<file path="src/rtl/ct_rtu_ptr_pkg.sv">
// Shared definitions for the RTU 64-entry pointer manager.
// DEPTH/PTR_W/MAX_INC sizing, the {flip,ptr} pointer type and a wrap-aware add.
package ct_rtu_ptr_pkg;

    localparam int unsigned DEPTH   = 64;
    localparam int unsigned PTR_W   = 6;
    localparam int unsigned MAX_INC = 4;
    localparam int unsigned CNT_W   = PTR_W + 1;
    localparam int unsigned NUM_W   = 3;

    // Pointer with wrap bit; flip toggles every time ptr wraps past DEPTH-1.
    typedef struct packed {
        logic             flip;
        logic [PTR_W-1:0] ptr;
    } ptr_t;

    // {flip,ptr} + n modulo 2*DEPTH
    function automatic ptr_t ptr_add(input ptr_t p, input logic [NUM_W-1:0] n);
        logic [CNT_W-1:0] sum;
        sum = {p.flip, p.ptr} + CNT_W'(n);
        return ptr_t'(sum);
    endfunction

endpackage

</file>
<file path="src/rtl/ct_rtu_decode_64.sv">
// 6-bit binary to 64-bit one-hot decoder (purely combinational).
// Ports: bin  - binary index
//        onehot - single bit set at position bin
module ct_rtu_decode_64
    import ct_rtu_ptr_pkg::*;
(
    input  logic [PTR_W-1:0] bin,
    output logic [DEPTH-1:0] onehot
);

    always_comb begin
        onehot      = '0;
        onehot[bin] = 1'b1;
    end

endmodule

</file>
<file path="src/rtl/ct_rtu_ptr_decode_64.sv">
// Create/retire pointer manager for the 64-entry RTU circular queue.
// Keeps binary pointers with wrap bits, an entry count, and registered one-hot
// copies of both pointers so downstream entry selects need no decoder.
// Ports:
//   forever_cpuclk, cpurst        - clock, synchronous active-high reset
//   x_create_vld/num              - create request (num 0 is a no-op)
//   x_retire_vld/num              - retire request (num 0 is a no-op)
//   x_flush                       - drop all un-retired entries
//   x_create_ptr/flip/ptr_expand  - create pointer, binary and one-hot
//   x_retire_ptr/flip/ptr_expand  - retire pointer, binary and one-hot
//   x_entry_cnt, x_full, x_empty  - occupancy
//   x_create_err, x_retire_err    - one-cycle reject pulses
module ct_rtu_ptr_decode_64
    import ct_rtu_ptr_pkg::*;
(
    input  logic             forever_cpuclk,
    input  logic             cpurst,
    input  logic             x_create_vld,
    input  logic [NUM_W-1:0] x_create_num,
    input  logic             x_retire_vld,
    input  logic [NUM_W-1:0] x_retire_num,
    input  logic             x_flush,
    output logic [PTR_W-1:0] x_create_ptr,
    output logic             x_create_flip,
    output logic [DEPTH-1:0] x_create_ptr_expand,
    output logic [PTR_W-1:0] x_retire_ptr,
    output logic             x_retire_flip,
    output logic [DEPTH-1:0] x_retire_ptr_expand,
    output logic [CNT_W-1:0] x_entry_cnt,
    output logic             x_full,
    output logic             x_empty,
    output logic             x_create_err,
    output logic             x_retire_err
);

    ptr_t             create_q;
    ptr_t             retire_q;
    logic [CNT_W-1:0] cnt_q;

    ptr_t             create_nxt;
    ptr_t             retire_nxt;
    logic [CNT_W-1:0] cnt_nxt;
    logic [CNT_W-1:0] free_space;
    logic             create_ok;
    logic             retire_ok;
    logic             create_rej;
    logic             retire_rej;
    logic [DEPTH-1:0] create_onehot;
    logic [DEPTH-1:0] retire_onehot;

    // Acceptance: free space is judged on the registered count, before any
    // same-cycle retire frees a slot. A create during flush is silently dropped.
    always_comb begin
        free_space = CNT_W'(DEPTH) - cnt_q;
        retire_ok  = x_retire_vld && (CNT_W'(x_retire_num) <= cnt_q);
        retire_rej = x_retire_vld && (CNT_W'(x_retire_num) >  cnt_q);
        create_ok  = x_create_vld && !x_flush && (CNT_W'(x_create_num) <= free_space);
        create_rej = x_create_vld && !x_flush && (CNT_W'(x_create_num) >  free_space);
    end

    // Next pointers/count; flush snaps create onto the post-retire pointer.
    always_comb begin
        retire_nxt = retire_q;
        create_nxt = create_q;
        cnt_nxt    = cnt_q;
        if (retire_ok) begin
            retire_nxt = ptr_add(retire_q, x_retire_num);
        end
        if (x_flush) begin
            create_nxt = retire_nxt;
            cnt_nxt    = '0;
        end else begin
            if (create_ok) begin
                create_nxt = ptr_add(create_q, x_create_num);
            end
            cnt_nxt = cnt_q
                    + (create_ok ? CNT_W'(x_create_num) : CNT_W'(0))
                    - (retire_ok ? CNT_W'(x_retire_num) : CNT_W'(0));
        end
    end

    // Decode the next pointers so the one-hot registers load alongside the binary ones.
    ct_rtu_decode_64 u_create_dec (
        .bin    (create_nxt.ptr),
        .onehot (create_onehot)
    );

    ct_rtu_decode_64 u_retire_dec (
        .bin    (retire_nxt.ptr),
        .onehot (retire_onehot)
    );

    always_ff @(posedge forever_cpuclk) begin
        if (cpurst) begin
            create_q            <= '0;
            retire_q            <= '0;
            cnt_q               <= '0;
            x_create_ptr_expand <= DEPTH'(1);
            x_retire_ptr_expand <= DEPTH'(1);
            x_full              <= 1'b0;
            x_empty             <= 1'b1;
            x_create_err        <= 1'b0;
            x_retire_err        <= 1'b0;
        end else begin
            create_q            <= create_nxt;
            retire_q            <= retire_nxt;
            cnt_q               <= cnt_nxt;
            x_create_ptr_expand <= create_onehot;
            x_retire_ptr_expand <= retire_onehot;
            x_full              <= (cnt_nxt == CNT_W'(DEPTH));
            x_empty             <= (cnt_nxt == CNT_W'(0));
            x_create_err        <= create_rej;
            x_retire_err        <= retire_rej;
        end
    end

    assign x_create_ptr  = create_q.ptr;
    assign x_create_flip = create_q.flip;
    assign x_retire_ptr  = retire_q.ptr;
    assign x_retire_flip = retire_q.flip;
    assign x_entry_cnt   = cnt_q;

endmodule

</file>
<file path="config.mk">
export PLATFORM = sky130hd
export DESIGN_NAME = ct_rtu_ptr_decode_64
export DESIGN_NICKNAME = d
export VERILOG_FILES = /design/src/rtl/ct_rtu_ptr_pkg.sv /design/src/rtl/ct_rtu_decode_64.sv /design/src/rtl/ct_rtu_ptr_decode_64.sv
export SDC_FILE = /design/constraint.sdc
export NUM_CORES = 1
export LEC_CHECK = 0
export ABC_AREA = 1
export CORE_ASPECT_RATIO = 1.25
export CORE_MARGIN = 2
export CORE_UTILIZATION = 50
export DETAILED_ROUTE_END_ITERATION = 16
export PLACE_DENSITY = 0.86
export REMOVE_ABC_BUFFERS = 1
export SETUP_SLACK_MARGIN = 0.2
export SLEW_MARGIN = 40
export SYNTH_ARGS = -nofsm -noshare
export SYNTH_HDL_FRONTEND = slang
export SYNTH_SLANG_ARGS = --single-unit
</file>
<file path="constraint.sdc">
create_clock -name forever_cpuclk -period 8.5 [get_ports forever_cpuclk]
set_clock_uncertainty 0.1 [all_clocks]
set_input_delay 1.7 -clock forever_cpuclk [delete_from_list [all_inputs] [get_ports forever_cpuclk]]
set_output_delay 1.7 -clock forever_cpuclk [all_outputs]
set_load 0.01 [all_outputs]
</file>
==> results.cfg, run 1 <==
[run_status]
status = completed

[placement]
place_congestion = 0.914
pre_cts_ws_ns = 2.99
dpl.cell_count = 892
io_buffers = 163
hpwlAfterDp_mm = 10.7

[clock_network]
cts_max_path_buffers = 2
cts_root_buf = clkbuf_16
cts_tree = done
postCtsSetupRepairBufs = 0
clkLatencyLatePin_ns = 0.42
post_cts_resized = 0
postCtsHoldBufs = 0
htree_levels = 4
clk_pin_slew_ns = 0.07
numCtsBuffers = 17
cts.sinks = 153

[timing]
min_period_ns = 5.10
final.setup.tns_ns = 0
fmax_mhz = 196
finalSetupViolations = 0
max_slew_margin_pct = 63.2
worst_slew_pin_slew_ns = 0.551
drv_slew = 0
hold_viol_final = 0
final.setup.worst_slack_ns = 3.40
rsz0062_at_grt = no
hold_ws_ns = 0.466
post-route-period-util_pct = 59.9

[yosys]
netlist_instances = 601
ys_ff_latch = 153
synthFlopType = dfxtp_1
synth_top_area_cell = dfxtp_1
synth_top_cells_by_count = nor2_1, dfxtp_1, nand2_1
synth-async-reset-ratio_pct = 0
synth_area_sq_um = 5380
syn_area_per_cell_sq_um = 8.96
yosysSeqAreaShare_pct = 56.9
synth_most_common_cell = nor2_1
yosysTopAreaCellShare_pct = 56.9
synth_area_leaders = dfxtp_1, nor2_1, nand2_1, ha_1, inv_1
yosys_warnings = 0
synth_edf_count = 0
post_synth_num_cell_types = 33

[route]
drc = 0
final_antenna_net_count = 0
via_per_inst = 5.02
dr.pass1.iters = 4
routed_wl_mm = 14.5
first_iter_violations = 178
post_drt_wl_per_cell_microns = 15.7
dr_total_vias = 4639

[floorplan]
start_util_pct = 51.0
dieArea_sq_um = 11600
die_w_microns = 96.8
core_sq_um = 10600
rows = 42
io_pins = 164
fp.dieH_microns = 120

[worst_setup_path]
worst_r2r_endpoint = x_empty$_SDFF_PP1_
cpMaxStageDelayCell = clkdlybuf4s50_1
cp.arrival_ns = 5.34
crit_path_end_kind = flip-flop
r2r_slack_ns = 4.27
critPathMaxStageDelay_ns = 0.69
critical_path.max_fanout = 15
r2r_cells = 22
crit_type = primary input to flip-flop
start_kind = primary input
crit_family = buffers and inverters
cp_cell_sequence = clkdlybuf4s50_1 > inv_1 > nand2_1 > inv_1 > nand2_4 > inv_4 > nand2_1 > fa_1 > inv_1 > ha_1 > a21oi_1 > nand2_1 > a21oi_1 > o21ai_0 > o21ai_0 > nand3_1 > o21ai_0
regToRegStartpoint = x_entry_cnt[0]$_SDFF_PP0_
crit_buf_inv = 5
cp.depth = 17
critPathRequiredTime_ns = 8.74

[global_routing]
grt_pass1_vias = 4783
grt_pass1_wl_mm = 23.6
antenna_found_initial = 0
track_usage_pct = 25.5
grt_start_max_net_pins = 26
grt-ovfl-total = 0

[cells_and_area]
layout.cells.non_filler = 924
drive_above_1_share_pct = 9.34
area_delta_synth_final_pct = 44.1
nets = 818
n_fill_cell = 778
antennaDiodeCount = 0

[min_path]
hold_path.class = flip-flop to flip-flop
hold_end = x_retire_flip$_SDFF_PP0_
min_from = x_retire_flip$_SDFF_PP0_
hold_path_depth = 3

[power]
peakVddDrop_mv = 0.186
powerDensity_nw_per_um2 = 338
p_leak_nw = 3.20

[flow_run]
cap_violations = 0
==> layout by cell type (no fill, tap or decap), types with 2 or more instances in the layout <==
| master | netlist | layout |
|---|---|---|
| xnor2_1 | 2 | 2 |
| inv_1 | 46 | 46 |
| xor2_1 | 6 | 6 |
| nor3_1 | 6 | 6 |
| a21oi_1 | 9 | 9 |
| inv_6 | 0 | 6 |
| dfxtp_1 | 153 | 153 |
| inv_2 | 5 | 5 |
| clkinv_8 | 0 | 3 |
| nand2_1 | 91 | 91 |
| nor2_1 | 169 | 169 |
| o21ai_2 | 4 | 4 |
| nand3_4 | 3 | 3 |
| clkbuf_16 | 0 | 17 |
| nand2_4 | 4 | 4 |
| nand3_2 | 6 | 6 |
| nor2_4 | 3 | 3 |
| a21o_1 | 3 | 3 |
| nand2_2 | 10 | 10 |
| inv_8 | 0 | 3 |
| nor2_2 | 2 | 2 |
| fa_1 | 5 | 5 |
| nand4_1 | 2 | 2 |
| nand3_1 | 28 | 28 |
| ha_1 | 23 | 23 |
| o21ai_0 | 6 | 6 |
| clkdlybuf4s50_1 | 0 | 163 |
==> final cells by class <==
type / instances / area, sq um / share of cell area [%]
Sequential cell: 153 / 3060 / 39.5
Multi-Input combinational cell: 391 / 2100 / 27.1
Timing Repair Buffer: 164 / 1640 / 21.1
Clock buffer: 17 / 425 / 5.48
Inverter: 52 / 198 / 2.55
Clock inverter: 15 / 165 / 2.13
Tap cell: 132 / 165 / 2.13
==> routing by layer <==
metal / global-route usage [%] / up-vias / part of all wire, %
met4: 10.2 / 0 / 2.6
met5: 0 / - / 0
met3: 8.74 / 35 / 7.9
met2: 46.5 / 199 / 53
met1: 26.7 / 2166 / 37
li1: - / 2239 / -
==> kinds of logic after synthesis <==
family / Yosys count / synth area share (%)
xor+xnor: 8 / 1.30
simple gates: 329 / 27.6
buf+inv: 57 / 4.02
fa+ha+maj: 28 / 7.21
compound gates: 26 / 2.98
flops: 153 / 56.9
==> stage by stage <==
| step | utilization [%] | power [mW] | instance area [sq um] |
|---|---|---|---|
| floorplan | - | 1.52 | 5360 |
| global placement | 67.9 | 1.85 | 7170 |
| detailed placement | 67.9 | 1.88 | 7170 |
| CTS | 73.5 | 2.62 | 7760 |
| global route | 73.5 | 2.78 | 7760 |
| finish | 73.5 | 2.62 | 7760 |
==> worst reg2reg max path, cell delays in order (launching register included) <==
cell	delay, ns
dfxtp_1	0.47
inv_1	0.12
ha_1	0.28
xor2_1	0.22
ha_1	0.29
nand2_1	0.08
nand2_1	0.05
nor2_1	0.12
nor2_1	0.08
nand3_2	0.16
nand2_4	0.10
inv_4	0.12
nand2_1	0.08
fa_1	0.49
inv_1	0.04
ha_1	0.35
a21oi_1	0.16
nand2_1	0.09
a21oi_1	0.13
o21ai_0	0.11
o21ai_0	0.22
nand3_1	0.12
o21ai_0	0.17
==> sequential cells by signal, summed over array words and instances, names as in the netlist <==
name / count
x_retire_err: 1
x_retire_ptr_expand: 64
x_create_ptr: 6
x_entry_cnt: 7
x_full: 1
x_retire_flip: 1
x_empty: 1
x_create_err: 1
x_create_flip: 1
x_create_ptr_expand: 64
x_retire_ptr: 6
==> report_power, final <==
| group | switching, mW | internal, mW | total, mW |
|---|---|---|---|
| clock | 0.344 | 0.396 | 0.740 |
| combinational | 0.671 | 0.366 | 1.04 |
| sequential | 0.0558 | 0.792 | 0.848 |
==> how the worst max path moves through the flow <==
stage / from / end / slack (ns)
after floorplan: x_create_num[2] / x_full$_SDFF_PP0_ / 3.98
after global placement: x_flush / x_full$_SDFF_PP0_ / 3.17
after detailed placement: x_flush / x_empty$_SDFF_PP1_ / 2.99
after CTS: x_flush / x_empty$_SDFF_PP1_ / 3.41
after global routing: x_flush / x_empty$_SDFF_PP1_ / 2.93
final: x_flush / x_empty$_SDFF_PP1_ / 3.40
(Power assumes the default switching activity.)
==> run 2: changes to the inputs <==
Settings changed: CORE_UTILIZATION 50 to 46, PLACE_DENSITY 0.86 to 0.8.
Clock period 8.5 ns to 5 ns, I/O delays scaled along.
==> run 2 against run 1 <==
Compared with the run above: clock power up 74%; sequential power is 70% higher; critical path type unchanged; combinational power up 68%.
==> results.cfg, run 2 (same netlist as run 1, synthesis figures left out) <==
[run_status]
status = completed

[worst_setup_path]
worst_r2r_endpoint = x_empty$_SDFF_PP1_
cpMaxStageDelayCell = fa_1
critPathRequiredTime_ns = 5.25
regToRegStartpoint = x_entry_cnt[0]$_SDFF_PP0_
cp.arrival_ns = 4.56
critPathMaxStageDelay_ns = 0.49
crit_path_end_kind = flip-flop
r2r_slack_ns = 0.75
start_kind = primary input
critical_path.max_fanout = 7
r2r_cells = 22
cp_cell_sequence = clkdlybuf4s50_1 > ha_1 > nand2_1 > nand2_1 > nor2_1 > nor2_1 > nand3_2 > nand2_4 > inv_4 > nand2_1 > fa_1 > inv_1 > ha_1 > a21oi_1 > nand2_1 > nor2_1 > nor2_1 > nor3_1 > nand3_1 > o21ai_0
crit_type = primary input to flip-flop

[floorplan]
io_pins = 164
fp.dieH_microns = 125
rows = 44
dieArea_sq_um = 12600
die_w_microns = 101
start_util_pct = 46.8
core_sq_um = 11500

[timing]
rsz0062_at_grt = no
finalSetupViolations = 0
final.setup.worst_slack_ns = 0.691
post-route-period-util_pct = 86.2
hold_ws_ns = 0.455
final.setup.tns_ns = 0
min_period_ns = 4.31
fmax_mhz = 232
worst_slew_pin_slew_ns = 0.657
hold_viol_final = 0
drv_slew = 0
max_slew_margin_pct = 56.0

[clock_network]
cts_max_path_buffers = 2
post_cts_resized = 0
clkLatencyLatePin_ns = 0.42
cts.sinks = 153
htree_levels = 4
cts_root_buf = clkbuf_16
postCtsSetupRepairBufs = 0
clk_pin_slew_ns = 0.07
cts_tree = done
numCtsBuffers = 17
postCtsHoldBufs = 0

[cells_and_area]
n_fill_cell = 852
nets = 819
design_area_sq_um = 7790
layout_common_cells = nor2_1, clkdlybuf4s50_1, dfxtp_1
antennaDiodeCount = 0
register_area_sq_um = 3060
fin_util_pct = 67.7
multiInputGateArea_sq_um = 2100
area_delta_synth_final_pct = 44.7
final_common_cell = nor2_1
layout.cells.non_filler = 931
drive_above_1_share_pct = 9.46

[flow_run]
cap_violations = 0

[power]
p_sw_share_pct = 40.1
comb_power_share_pct = 39.1
powerDensity_nw_per_um2 = 576
p_leak_nw = 3.21
p_total_mw = 4.49
clockPowerShare_pct = 28.8
peakVddDrop_mv = 0.308
switchingPower_mw = 1.80
p_int_mw = 2.69
seqPwrFrac_pct = 32.1

[placement]
dpl.cell_count = 899
place_congestion = 0.936
hpwlAfterDp_mm = 10.6
place_area_sq_um = 7180
pre_cts_ws_ns = 0.309
io_buffers = 163

[route]
dr_total_vias = 4563
final_antenna_net_count = 0
routed_wl_mm = 14.4
dr.pass1.iters = 4
first_iter_violations = 194
post_drt_wl_per_cell_microns = 15.4
via_per_inst = 4.90
drc = 0

[global_routing]
grt_pass1_wl_mm = 22.7
track_usage_pct = 23.2
grt_pass1_vias = 4683
grt_start_max_net_pins = 18
antenna_found_initial = 0
grt-ovfl-total = 0

[min_path]
min_from = x_retire_flip$_SDFF_PP0_
hold_end = x_retire_flip$_SDFF_PP0_
hold_path.class = flip-flop to flip-flop
hold_path_depth = 3
[run 2: metal layers]
layer | routed length [microns] | track usage, %
met5 | 0 | 0
met4 | 391 | 9.99
met3 | 1110 | 8.27
met2 | 7360 | 40.9
met1 | 5510 | 24.6
[run 2: worst max path at each step]
| stage | start | endpoint | slack [ns] | cells after the start |
|---|---|---|---|---|
| 2_1_floorplan | x_create_num[2] | x_full$_SDFF_PP0_ | 1.18 | 20 |
| 3_3_place_gp | x_create_num[1] | x_full$_SDFF_PP0_ | 0.50 | 21 |
| 3_5_place_dp | x_create_num[0] | x_full$_SDFF_PP0_ | 0.31 | 21 |
| 4_1_cts | x_create_num[0] | x_full$_SDFF_PP0_ | 0.74 | 21 |
| 5_1_grt | x_create_num[2] | x_empty$_SDFF_PP1_ | 0.48 | 20 |
| 6_report | x_create_num[2] | x_empty$_SDFF_PP1_ | 0.69 | 20 |
[run 2: power by group through the flow]
stage	logic, mW	clock network [mW]	registers, mW
after floorplan	1.08	0	1.51
after global placement	1.67	0	1.47
after CTS	1.75	1.30	1.44
after global routing	1.94	1.35	1.46
after detailed placement	1.73	0	1.46
final	1.75	1.29	1.44
[run 2: layout make-up]
cell class                 count  area share (%)
clock buffer                  17            5.46
tap                          138            2.22
timing repair buffer         165            21.1
clock inverter                15            2.34
inverter                      52            2.54
sequential                   153            39.3
multi-input combinational    391            27.0
[run 2: critical path, delay by kind of cell]
family | cells | cell delay, ns
buf+inv | 3 | 0.65
compound gates | 2 | 0.30
fa+ha+maj | 3 | 1.19
simple gates | 12 | 1.41
==> run 3: changes to the inputs <==
Settings changed: CORE_UTILIZATION 46 to 48, CTS_BUF_LIST from default to sky130_fd_sc_hd__clkbuf_2 sky130_fd_sc_hd__clkbuf_4 sky130_fd_sc_hd__clkbuf_8, PLACE_DENSITY 0.8 to 0.83.
==> run 3 against run 2 <==
Compared with the run above: critical path depth up 2; utilization up 1.0 points; combinational power about the same; largest cell class unchanged.
==> results.cfg, run 3 (same netlist as run 1, synthesis figures left out) <==
[run_status]
status = completed

[cells_and_area]
nets = 820
layout.cells.non_filler = 929
layout_common_cells = nor2_1, clkdlybuf4s50_1, dfxtp_1
final_common_cell = nor2_1
multiInputGateArea_sq_um = 2100
drive_above_1_share_pct = 9.57
n_fill_cell = 830
register_area_sq_um = 3060
area_delta_synth_final_pct = 40.9
antennaDiodeCount = 0
design_area_sq_um = 7580

[power]
p_int_mw = 2.39
peakVddDrop_mv = 0.260
switchingPower_mw = 1.72
comb_power_share_pct = 42.6
p_total_mw = 4.11
powerDensity_nw_per_um2 = 542
p_sw_share_pct = 41.9
seqPwrFrac_pct = 35.0
clockPowerShare_pct = 22.4
p_leak_nw = 3.12

[clock_network]
postCtsHoldBufs = 0
clkLatencyLatePin_ns = 0.44
cts_max_path_buffers = 2
cts_root_buf = clkbuf_8
htree_levels = 4
postCtsSetupRepairBufs = 0
post_cts_resized = 0
numCtsBuffers = 17
cts_tree = done
clk_pin_slew_ns = 0.09
cts.sinks = 153

[worst_setup_path]
regToRegStartpoint = x_entry_cnt[0]$_SDFF_PP0_
crit_type = flip-flop to flip-flop
r2r_cells = 22
worst_r2r_endpoint = x_empty$_SDFF_PP1_
critPathRequiredTime_ns = 5.27
crit_path_end_kind = flip-flop
r2r_slack_ns = 0.73
cp.arrival_ns = 4.53
critical_path.max_fanout = 7
start_kind = flip-flop

[route]
via_per_inst = 4.97
post_drt_wl_per_cell_microns = 15.2
first_iter_violations = 226
dr_total_vias = 4616
dr.pass1.iters = 5
drc = 0
final_antenna_net_count = 0
routed_wl_mm = 14.1

[floorplan]
core_sq_um = 11000
fp.dieH_microns = 122
dieArea_sq_um = 12100
io_pins = 164
rows = 43
start_util_pct = 48.8
die_w_microns = 98.7

[timing]
rsz0062_at_grt = no
post-route-period-util_pct = 85.4
fmax_mhz = 234
finalSetupViolations = 0
min_period_ns = 4.27
hold_viol_final = 0
worst_slew_pin_slew_ns = 0.363
final.setup.tns_ns = 0
hold_ws_ns = 0.473
max_slew_margin_pct = 75.7
drv_slew = 0

[global_routing]
grt-busiest-layer = met2
antenna_found_initial = 0
grt_use_met2_pct = 43.7
grt-ovfl-total = 0
gr-usage-met3_pct = 8.26
use_met1_pct = 24.9
track_usage_pct = 23.6
grt_start_max_net_pins = 21
grt_pass1_vias = 4666
grt_pass1_wl_mm = 22.4

[placement]
hpwlAfterDp_mm = 10.7
place_congestion = 0.958
place_area_sq_um = 7190
io_buffers = 163
dpl.cell_count = 897

[flow_run]
cap_violations = 0

[min_path]
min_from = x_retire_flip$_SDFF_PP0_
hold_path.class = flip-flop to flip-flop
hold_path_depth = 3
hold_end = x_retire_flip$_SDFF_PP0_
## run 3: cell types whose count changed in the layout (fill, tap and decap cells not counted), sizes merged
| cell | previous run | this run |
|---|---|---|
| clkbuf | 17 | 18 |
| inv | 60 | 59 |
| buf | 2 | 3 |
## run 3: metal layers
| metal | part of all wire (%) | wire length (microns) |
|---|---|---|
| met5 | 0 | 0 |
| met4 | 1.9 | 275 |
| met3 | 7.9 | 1110 |
| met2 | 53 | 7450 |
| met1 | 37 | 5300 |
## run 3: how the worst max path moves through the flow
stage	to	start	slack, ns	cells after the start
floorplan	x_full$_SDFF_PP0_	x_create_num[2]	1.18	20
global placement	x_full$_SDFF_PP0_	x_create_num[1]	0.48	21
detailed placement	x_empty$_SDFF_PP1_	x_create_num[2]	0.35	20
CTS	x_empty$_SDFF_PP1_	x_entry_cnt[0]$_SDFF_PP0_	0.80	22
global route	x_empty$_SDFF_PP1_	x_entry_cnt[0]$_SDFF_PP0_	0.38	22
finish	x_empty$_SDFF_PP1_	x_entry_cnt[0]$_SDFF_PP0_	0.73	22
## run 3: critical path, stage by stage (launching register included)
cell and delay, ns:
dfxtp_1 0.48, inv_1 0.12, ha_1 0.30, xor2_1 0.18, ha_1 0.32, nand2_1 0.08, nand2_1 0.05, nor2_1 0.09
nor2_1 0.06, nand3_2 0.16, nand2_4 0.10, inv_4 0.12, nand2_1 0.08, fa_1 0.48, inv_1 0.05, ha_1 0.36
a21oi_1 0.16, nand2_1 0.11, a21oi_1 0.12, o21ai_0 0.11, o21ai_0 0.26, nand3_1 0.15, o21ai_0 0.16
## run 3: metrics by stage
stage / setup slack (ns) / util (%)
2_1_floorplan: 1.18 / -
3_3_place_gp: 0.476 / 65.2
3_5_place_dp: 0.349 / 65.2
4_1_cts: 0.798 / 68.7
5_1_grt: 0.380 / 68.7
6_report: 0.731 / 68.7
## run 3: cell type report
cell class / instances / share of cell area, %
flip-flops and latches: 153 / 40.4
multi-input cells: 391 / 27.7
repair buffers: 166 / 21.8
clock buffers: 18 / 3.18
inverters: 52 / 2.61
well taps: 135 / 2.23
clock inverters: 14 / 2.03
## run 3: power by group through the flow
stage	combinational (mW)	clock (mW)	sequential, mW
after floorplan	1.08	0	1.51
after detailed placement	1.74	0	1.47
after global routing	1.95	0.978	1.45
after global placement	1.66	0	1.46
final	1.75	0.920	1.44
after CTS	1.75	0.932	1.44
